$ cat src/rtl/puf_seq_pkg.sv
// Shared definitions for the RO-PUF challenge sequencer.
//  - default parameter values
//  - FSM state encoding (IDLE, PRST, EVAL, SAMPLE, DONE)
//  - chal_of(seed, i): nibble-wise challenge generation, no carry between nibbles
package puf_seq_pkg;

  localparam int N_BITS_DEF      = 16;
  localparam int RST_CYCLES_DEF  = 4;
  localparam int EVAL_CYCLES_DEF = 2**23;

  localparam logic [2:0] ST_IDLE   = 3'd0;
  localparam logic [2:0] ST_PRST   = 3'd1;
  localparam logic [2:0] ST_EVAL   = 3'd2;
  localparam logic [2:0] ST_SAMPLE = 3'd3;
  localparam logic [2:0] ST_DONE   = 3'd4;

  typedef enum logic [2:0] {
    IDLE   = ST_IDLE,
    PRST   = ST_PRST,
    EVAL   = ST_EVAL,
    SAMPLE = ST_SAMPLE,
    DONE   = ST_DONE
  } state_t;

  // Each nibble advances independently and wraps mod 16.
  function automatic logic [7:0] chal_of(input logic [7:0] seed, input logic [3:0] i);
    logic [3:0] lo;
    logic [3:0] hi;
    lo = seed[3:0] + i;
    hi = seed[7:4] + i;
    return {hi, lo};
  endfunction

endpackage

$ cat src/rtl/puf_challenge_seq_sync.sv
// sync_2ff: two-flop synchronizer for a single asynchronous bit.
// Ports:
//  clk  in  system clock
//  rst  in  synchronous active-low reset (both flops clear to 0)
//  d    in  asynchronous input
//  q    out synchronized output, two clk cycles of latency
module sync_2ff (
  input  logic clk,
  input  logic rst,
  input  logic d,
  output logic q
);

  logic meta;

  always_ff @(posedge clk) begin
    if (!rst) begin
      meta <= 1'b0;
      q    <= 1'b0;
    end else begin
      meta <= d;
      q    <= meta;
    end
  end

endmodule

$ cat src/rtl/puf_challenge_seq.sv
// puf_challenge_seq: challenge sequencer / response reader for the 16-bit RO PUF.
// A run issues N_BITS challenges; each one is PRST (PUF reset, RST_CYCLES),
// EVAL (enable, EVAL_CYCLES), SAMPLE (capture synchronized puf_out), then
// DONE pulses resp_valid for one cycle.
//
// Optional build macro: PUF_SEQ_MAJORITY_EN -- every challenge is evaluated
// three times and response[i] takes the 2-of-3 majority.
//
// Ports:
//  clk, rst        clock; synchronous active-low reset
//  start, seed     run request (ignored while busy) and challenge base
//  puf_rst         active-high PUF counter reset
//  puf_in_valid    PUF evaluation enable
//  puf_challenge   {bank-2 select, bank-1 select}
//  puf_out         PUF response bit (asynchronous)
//  response        assembled response, bit i from challenge i
//  resp_valid      one-cycle completion pulse
//  busy            accepted start through resp_valid cycle
module puf_challenge_seq
  import puf_seq_pkg::*;
#(
  parameter int N_BITS      = N_BITS_DEF,
  parameter int RST_CYCLES  = RST_CYCLES_DEF,
  parameter int EVAL_CYCLES = EVAL_CYCLES_DEF
) (
  input  logic              clk,
  input  logic              rst,
  input  logic              start,
  input  logic [7:0]        seed,
  output logic              puf_rst,
  output logic              puf_in_valid,
  output logic [7:0]        puf_challenge,
  input  logic              puf_out,
  output logic [N_BITS-1:0] response,
  output logic              resp_valid,
  output logic              busy
);

  localparam int CNT_MAX = (RST_CYCLES > EVAL_CYCLES) ? RST_CYCLES : EVAL_CYCLES;
  localparam int CW      = $clog2(CNT_MAX) + 1;

  localparam logic [CW-1:0] RST_LAST  = CW'(RST_CYCLES - 1);
  localparam logic [CW-1:0] EVAL_LAST = CW'(EVAL_CYCLES - 1);
  localparam logic [3:0]    BIT_LAST  = 4'(N_BITS - 1);

  state_t        state, state_d;
  logic [CW-1:0] cnt;
  logic [3:0]    bit_idx;
  logic [7:0]    seed_q;
  logic [7:0]    chal;
  logic          puf_out_sync;
  logic          last_bit;
  logic          last_pass;

  sync_2ff u_sync (
    .clk (clk),
    .rst (rst),
    .d   (puf_out),
    .q   (puf_out_sync)
  );

  assign last_bit      = (bit_idx == BIT_LAST);
  assign puf_challenge = chal;

`ifdef PUF_SEQ_MAJORITY_EN
  logic [1:0] pass;
  logic [1:0] vote;
  assign last_pass = (pass == 2'd2);
`else
  assign last_pass = 1'b1;
`endif

  // Next state and Moore outputs
  always_comb begin
    state_d      = state;
    puf_rst      = 1'b1;
    puf_in_valid = 1'b0;
    resp_valid   = 1'b0;
    busy         = 1'b1;
    case (state)
      IDLE: begin
        busy = 1'b0;
        if (start) state_d = PRST;
      end
      PRST: begin
        if (cnt == RST_LAST) state_d = EVAL;
      end
      EVAL: begin
        puf_rst      = 1'b0;
        puf_in_valid = 1'b1;
        if (cnt == EVAL_LAST) state_d = SAMPLE;
      end
      SAMPLE: begin
        puf_rst = 1'b0;
        state_d = (last_pass && last_bit) ? DONE : PRST;
      end
      DONE: begin
        resp_valid = 1'b1;
        state_d    = IDLE;
      end
      default: state_d = IDLE;
    endcase
  end

  always_ff @(posedge clk) begin
    if (!rst) begin
      state    <= IDLE;
      cnt      <= '0;
      bit_idx  <= '0;
      seed_q   <= '0;
      chal     <= '0;
      response <= '0;
`ifdef PUF_SEQ_MAJORITY_EN
      pass     <= '0;
      vote     <= '0;
`endif
    end else begin
      state <= state_d;
      case (state)
        IDLE: begin
          if (start) begin
            seed_q   <= seed;
            response <= '0;
            bit_idx  <= '0;
            cnt      <= '0;
            chal     <= chal_of(seed, 4'd0);
`ifdef PUF_SEQ_MAJORITY_EN
            pass     <= '0;
            vote     <= '0;
`endif
          end
        end
        PRST:  cnt <= (cnt == RST_LAST)  ? '0 : cnt + CW'(1);
        EVAL:  cnt <= (cnt == EVAL_LAST) ? '0 : cnt + CW'(1);
        SAMPLE: begin
`ifdef PUF_SEQ_MAJORITY_EN
          if (last_pass) begin
            // 2-of-3: at least two ones among vote (0..2) plus this sample
            response[bit_idx] <= vote[1] | (vote[0] & puf_out_sync);
            pass              <= '0;
            vote              <= '0;
            bit_idx           <= bit_idx + 4'd1;
            if (!last_bit) chal <= chal_of(seed_q, bit_idx + 4'd1);
          end else begin
            vote <= vote + {1'b0, puf_out_sync};
            pass <= pass + 2'd1;
          end
`else
          response[bit_idx] <= puf_out_sync;
          bit_idx           <= bit_idx + 4'd1;
          // Challenge only changes on entry to the next PRST
          if (!last_bit) chal <= chal_of(seed_q, bit_idx + 4'd1);
`endif
        end
        default: ;
      endcase
    end
  end

endmodule

$ cat config.mk
export PLATFORM = sky130hd
export DESIGN_NAME = puf_challenge_seq
export DESIGN_NICKNAME = d
export VERILOG_FILES = /design/src/rtl/puf_seq_pkg.sv /design/src/rtl/puf_challenge_seq_sync.sv /design/src/rtl/puf_challenge_seq.sv
export SDC_FILE = /design/constraint.sdc
export NUM_CORES = 1
export LEC_CHECK = 0
export ABC_CLOCK_PERIOD_IN_PS = 2760
export CORE_AREA = 8 8 99 101
export CTS_CLUSTER_SIZE = 8
export DETAILED_ROUTE_END_ITERATION = 16
export DIE_AREA = 0 0 107 109
export GPL_TIMING_DRIVEN = 0
export PLACE_DENSITY_LB_ADDON = 0.12
export SYNTH_ARGS = -nofsm -noshare
export SYNTH_HDL_FRONTEND = slang
export SYNTH_HIERARCHICAL = 1
export SYNTH_SLANG_ARGS = --single-unit
$ cat constraint.sdc
create_clock -name clk -period 2.76 [get_ports clk]
set_input_delay 0.552 -clock clk [delete_from_list [all_inputs] [get_ports clk]]
set_output_delay 0.552 -clock clk [all_outputs]
set_load 0.01 [all_outputs]
==> summary.md <==
| Metric | Value |
|---|---|
| Status | `finished, final reports clean` |
| GR Overflow Total | `0` |
| Core Rows | `34` |
| Hold Path Class | `reg -> reg` |
| CP required | `around 3.1 ns` |
| Final hold vios | `0` |
| CTS tree | `built` |
| Vias in the first global route | `between 3000 and 4000` |
| Setup ws final | `around 0.32 ns` |
| Hold-fix buffers, CTS | `0` |
| DR iter-0 viols | `118` |
| Pwr per Cell Area | `~520 mW/mm^2` |
| Hold worst-path end | `u_sync/q` |
| Initial antenna violation count | `0` |
| Tot GR Track Use | `between 15 and 20%` |
| Placed instance count | `596` |
| RSZ-0062 raised after global routing | `no` |
| DRC Markers | `0` |
| Synth Warn # | `6` |
| Top sig layer | `met4` |
| Antenna diodes | `0` |
| Post-synth ARST share | `0%` |
| First-pass GRT wire length | `between 15000 and 20000 microns` |
| Post-CTS resize count | `0` |
| Post-synth design cell area | `between 0.003 and 0.004 sq mm` |
| Max_cap viols | `0` |
| Core area | `~0.0084 sq mm` |
| P_leak | `~1.7 nW` |
| Area of the multi-input gates | `approximately 0.002 sq mm` |
| CP max stage cell | `dfxtp_1` |
| Drt wl/cell | `15.06 microns` |
| Clk sinks | `65` |
| RR Endpoint | `puf_challenge[7]` |
| Ports | `40` |
| Post-synth EDFFs | `0` |
| Pin count of the biggest net entering global routing | `13` |
| H-Tree Depth | `3` |
| Critical path class | `reg -> reg` |
| Synth top area share | `between 30% and 40%` |
| Most frequent cell after synthesis | `nand2_1` |
| Clk slew on worst S/H paths | `~0.080 ns` |
| Final setup vio count | `0` |
| Detail Placement HPWL | `~6600 microns` |
| Nets@finish | `between 500 and 600` |
| Final Routed Wirelength | `just over 9000 microns` |
| Slew @ Worst Pin | `a little under 0.6 ns` |
| Post-synth top cells | `nand2_1 (86), dfxtp_1 (65), a21oi_1 (45)` |
| TritonCTS Buffers | `9` |
| Min-Delay Path Depth | `1` |
| Number of port buffers | `39` |
| Critical-path cell list | `ha_1 -> clkbuf_1 -> xor2_1 -> ha_1 -> a21oi_1 -> xnor3_1 -> o211ai_1 -> o211a_1` |
| CTS root buf | `clkbuf_8` |
| Cell variety after synth | `just under 60` |
| Synth Register Bits | `65` |
| Crit path max fanout | `10` |
| Final Wtd Congestion | `~0.82` |
| Count of pins over their slew limit | `0` |
| Setup Skew | `between 0.01 and 0.015 ns` |
| Crit-path max cell delay | `0.41 ns` |
| Synth Instances | `approximately 450` |
| Initial Utilization | `a little over two fifths` |
| Initial DRT Pass Iterations | `4` |
| Share of layout cells above drive strength 1 | `under 10%` |
| Die ar. | `approximately 0.012 sq mm` |
| CP endpoint kind | `register` |
| Post-Syn Nets | `approximately 470` |
| Flop2flop setup slack | `0.32 ns` |
| Worst VDD drop | `roughly 0.30 mV` |
| CP startpoint | `bit_idx[0]` |
| Fillers | `between 800 and 900` |
| Worst rel slew slack | `roughly three fifths` |
| Die Span X | `107 microns` |
| Die height | `109 microns` |
| Setup TNS | `0 ns` |
| Worst Path Arrival | `between 2 and 3 ns` |
| CTS max path bufs | `2` |
| Period utilization | `around nine tenths` |
| Antenna Nets Post-Route | `0` |
| Reg area | `between 0.001 and 0.0015 sq mm` |
| Via/cell ratio | `approximately 5.4` |
| Via count | `around 3300` |
| R2R Path Start | `bit_idx[0]` |
| Yosys top cell by area | `dfxtp_1` |
| Highest clock rate | `between 400 and 500 MHz` |
| Crit path top cell by count | `ha_1` |
| Met2 Wirelength | `roughly 4600 microns` |
| R2R depth | `8` |
| Area contributors post-synth | `dfxtp_1 (37%), nand2_1 (9.1%), a21oi_1 (6.4%), ha_1 (3.9%), o21ai_1 (3.5%)` |
| Syn_area_per_cell | `approximately 7.9 sq um` |
| Hold Worst Slack | `0.4438 ns` |
| Min-delay src | `u_sync/meta` |
| Metal1 wirelength | `~4200 microns` |
| Sequential share of the synthesized area | `36.87%` |
| Setup Fix Bufs, Post-CTS | `0` |
| Synth-to-Final Area Change | `21.98%` |
| Startpoint Class | `register` |
| Worst slack at placement | `approximately 0.0068 ns` |
| Crit path time final | `about 2.4 ns` |
| Layout Cells excl Fill | `a little over 600` |
| Clock insertion delay at the later pin of the skew report | `around 0.35 ns` |
| Most used flip-flop cell after synthesis | `dfxtp_1` |
| Met3 WL | `around 250 microns` |
==> state kept, by name (all words and copies together), names as in the netlist <==
name	flops
cnt	24
bit_idx	4
u_sync/meta	1
response	16
puf_challenge	8
state	3
seed_q	8
u_sync/q	1
==> final cells by class <==
type / instances / share of cell area [%]
clock buffer: 10 / 3.197
timing repair buffer: 39 / 9.067
buffer: 30 / 3.080
sequential: 65 / 30.22
clock inverter: 6 / 2.616
tap: 108 / 3.139
inverter: 10 / 0.8718
multi-input combinational: 344 / 47.81
==> per-layer routing <==
layer | global-route usage, % | up-vias
met5 | 0 | -
met4 | 6.332 | 0
met3 | 2.660 | 10
met2 | 29.48 | 54
met1 | 19.58 | 1535
li1 | - | 1685
==> worst max path at each step <==
stage                             endpoint  cells past startpoint  slack, ns
after floorplan           puf_challenge[7]                      8       0.70
after global placement             cnt[22]                      7       0.03
after detailed placement           cnt[22]                      7      0.007
after CTS                 puf_challenge[7]                      8       0.31
after global routing      puf_challenge[7]                      8       0.11
final                     puf_challenge[7]                      8       0.32
==> critical path, delay by kind of cell (launching register included) <==
| kind | cells | cell delay [ns] |
|---|---|---|
| compound gates | 3 | 0.54 |
| xor+xnor | 2 | 0.55 |
| fa+ha+maj | 2 | 0.50 |
| buf+inv | 1 | 0.40 |
| flops | 1 | 0.41 |
==> kinds of logic after synthesis <==
group                      count (synthesis)  share of synthesized area [%]
muxes                                      2                         0.5672
xor gates and xnor gates                  13                          4.006
AOI/OAI and AO/OA                        122                          21.45
buffers and inverters                     40                          4.821
and+or+nand+nor                          194                          27.26
DFF                                       65                          36.87
adders and majority gates                 13                          5.034
==> power breakdown <==
| part | internal, W | switching [W] | total [W] |
|---|---|---|---|
| Sequential | 0.000965 | 0.0000180 | 0.000983 |
| Clock | 0.000630 | 0.000403 | 0.00103 |
| Combinational | 0.0000959 | 0.000132 | 0.000227 |
==> metrics by stage <==
stage / util (%) / instance area, sq um / power, W
finish: 51.37 / 4305 / 0.002243
global route: 51.37 / 4305 / 0.002331
CTS: 51.37 / 4305 / 0.002270
detailed placement: 48.39 / 4055 / 0.001232
global placement: 48.39 / 4055 / 0.001229
floorplan: - / 3530 / 0.001140
==> cell usage in the layout, fill, tap and decap left out, drive strengths merged, types with 6 or more instances in the layout <==
cell type,count
a211oi,6
xor2,6
clkbuf,29
nand4,9
buf,11
dfxtp,65
clkdlybuf4s50,39
nor3,10
nand2,86
nor2,32
o21ai,30
nor4,6
o22ai,10
and2,7
ha,11
a21oi,46
inv,12
nand3,13
o211ai,7
(Power assumes the default switching activity.)
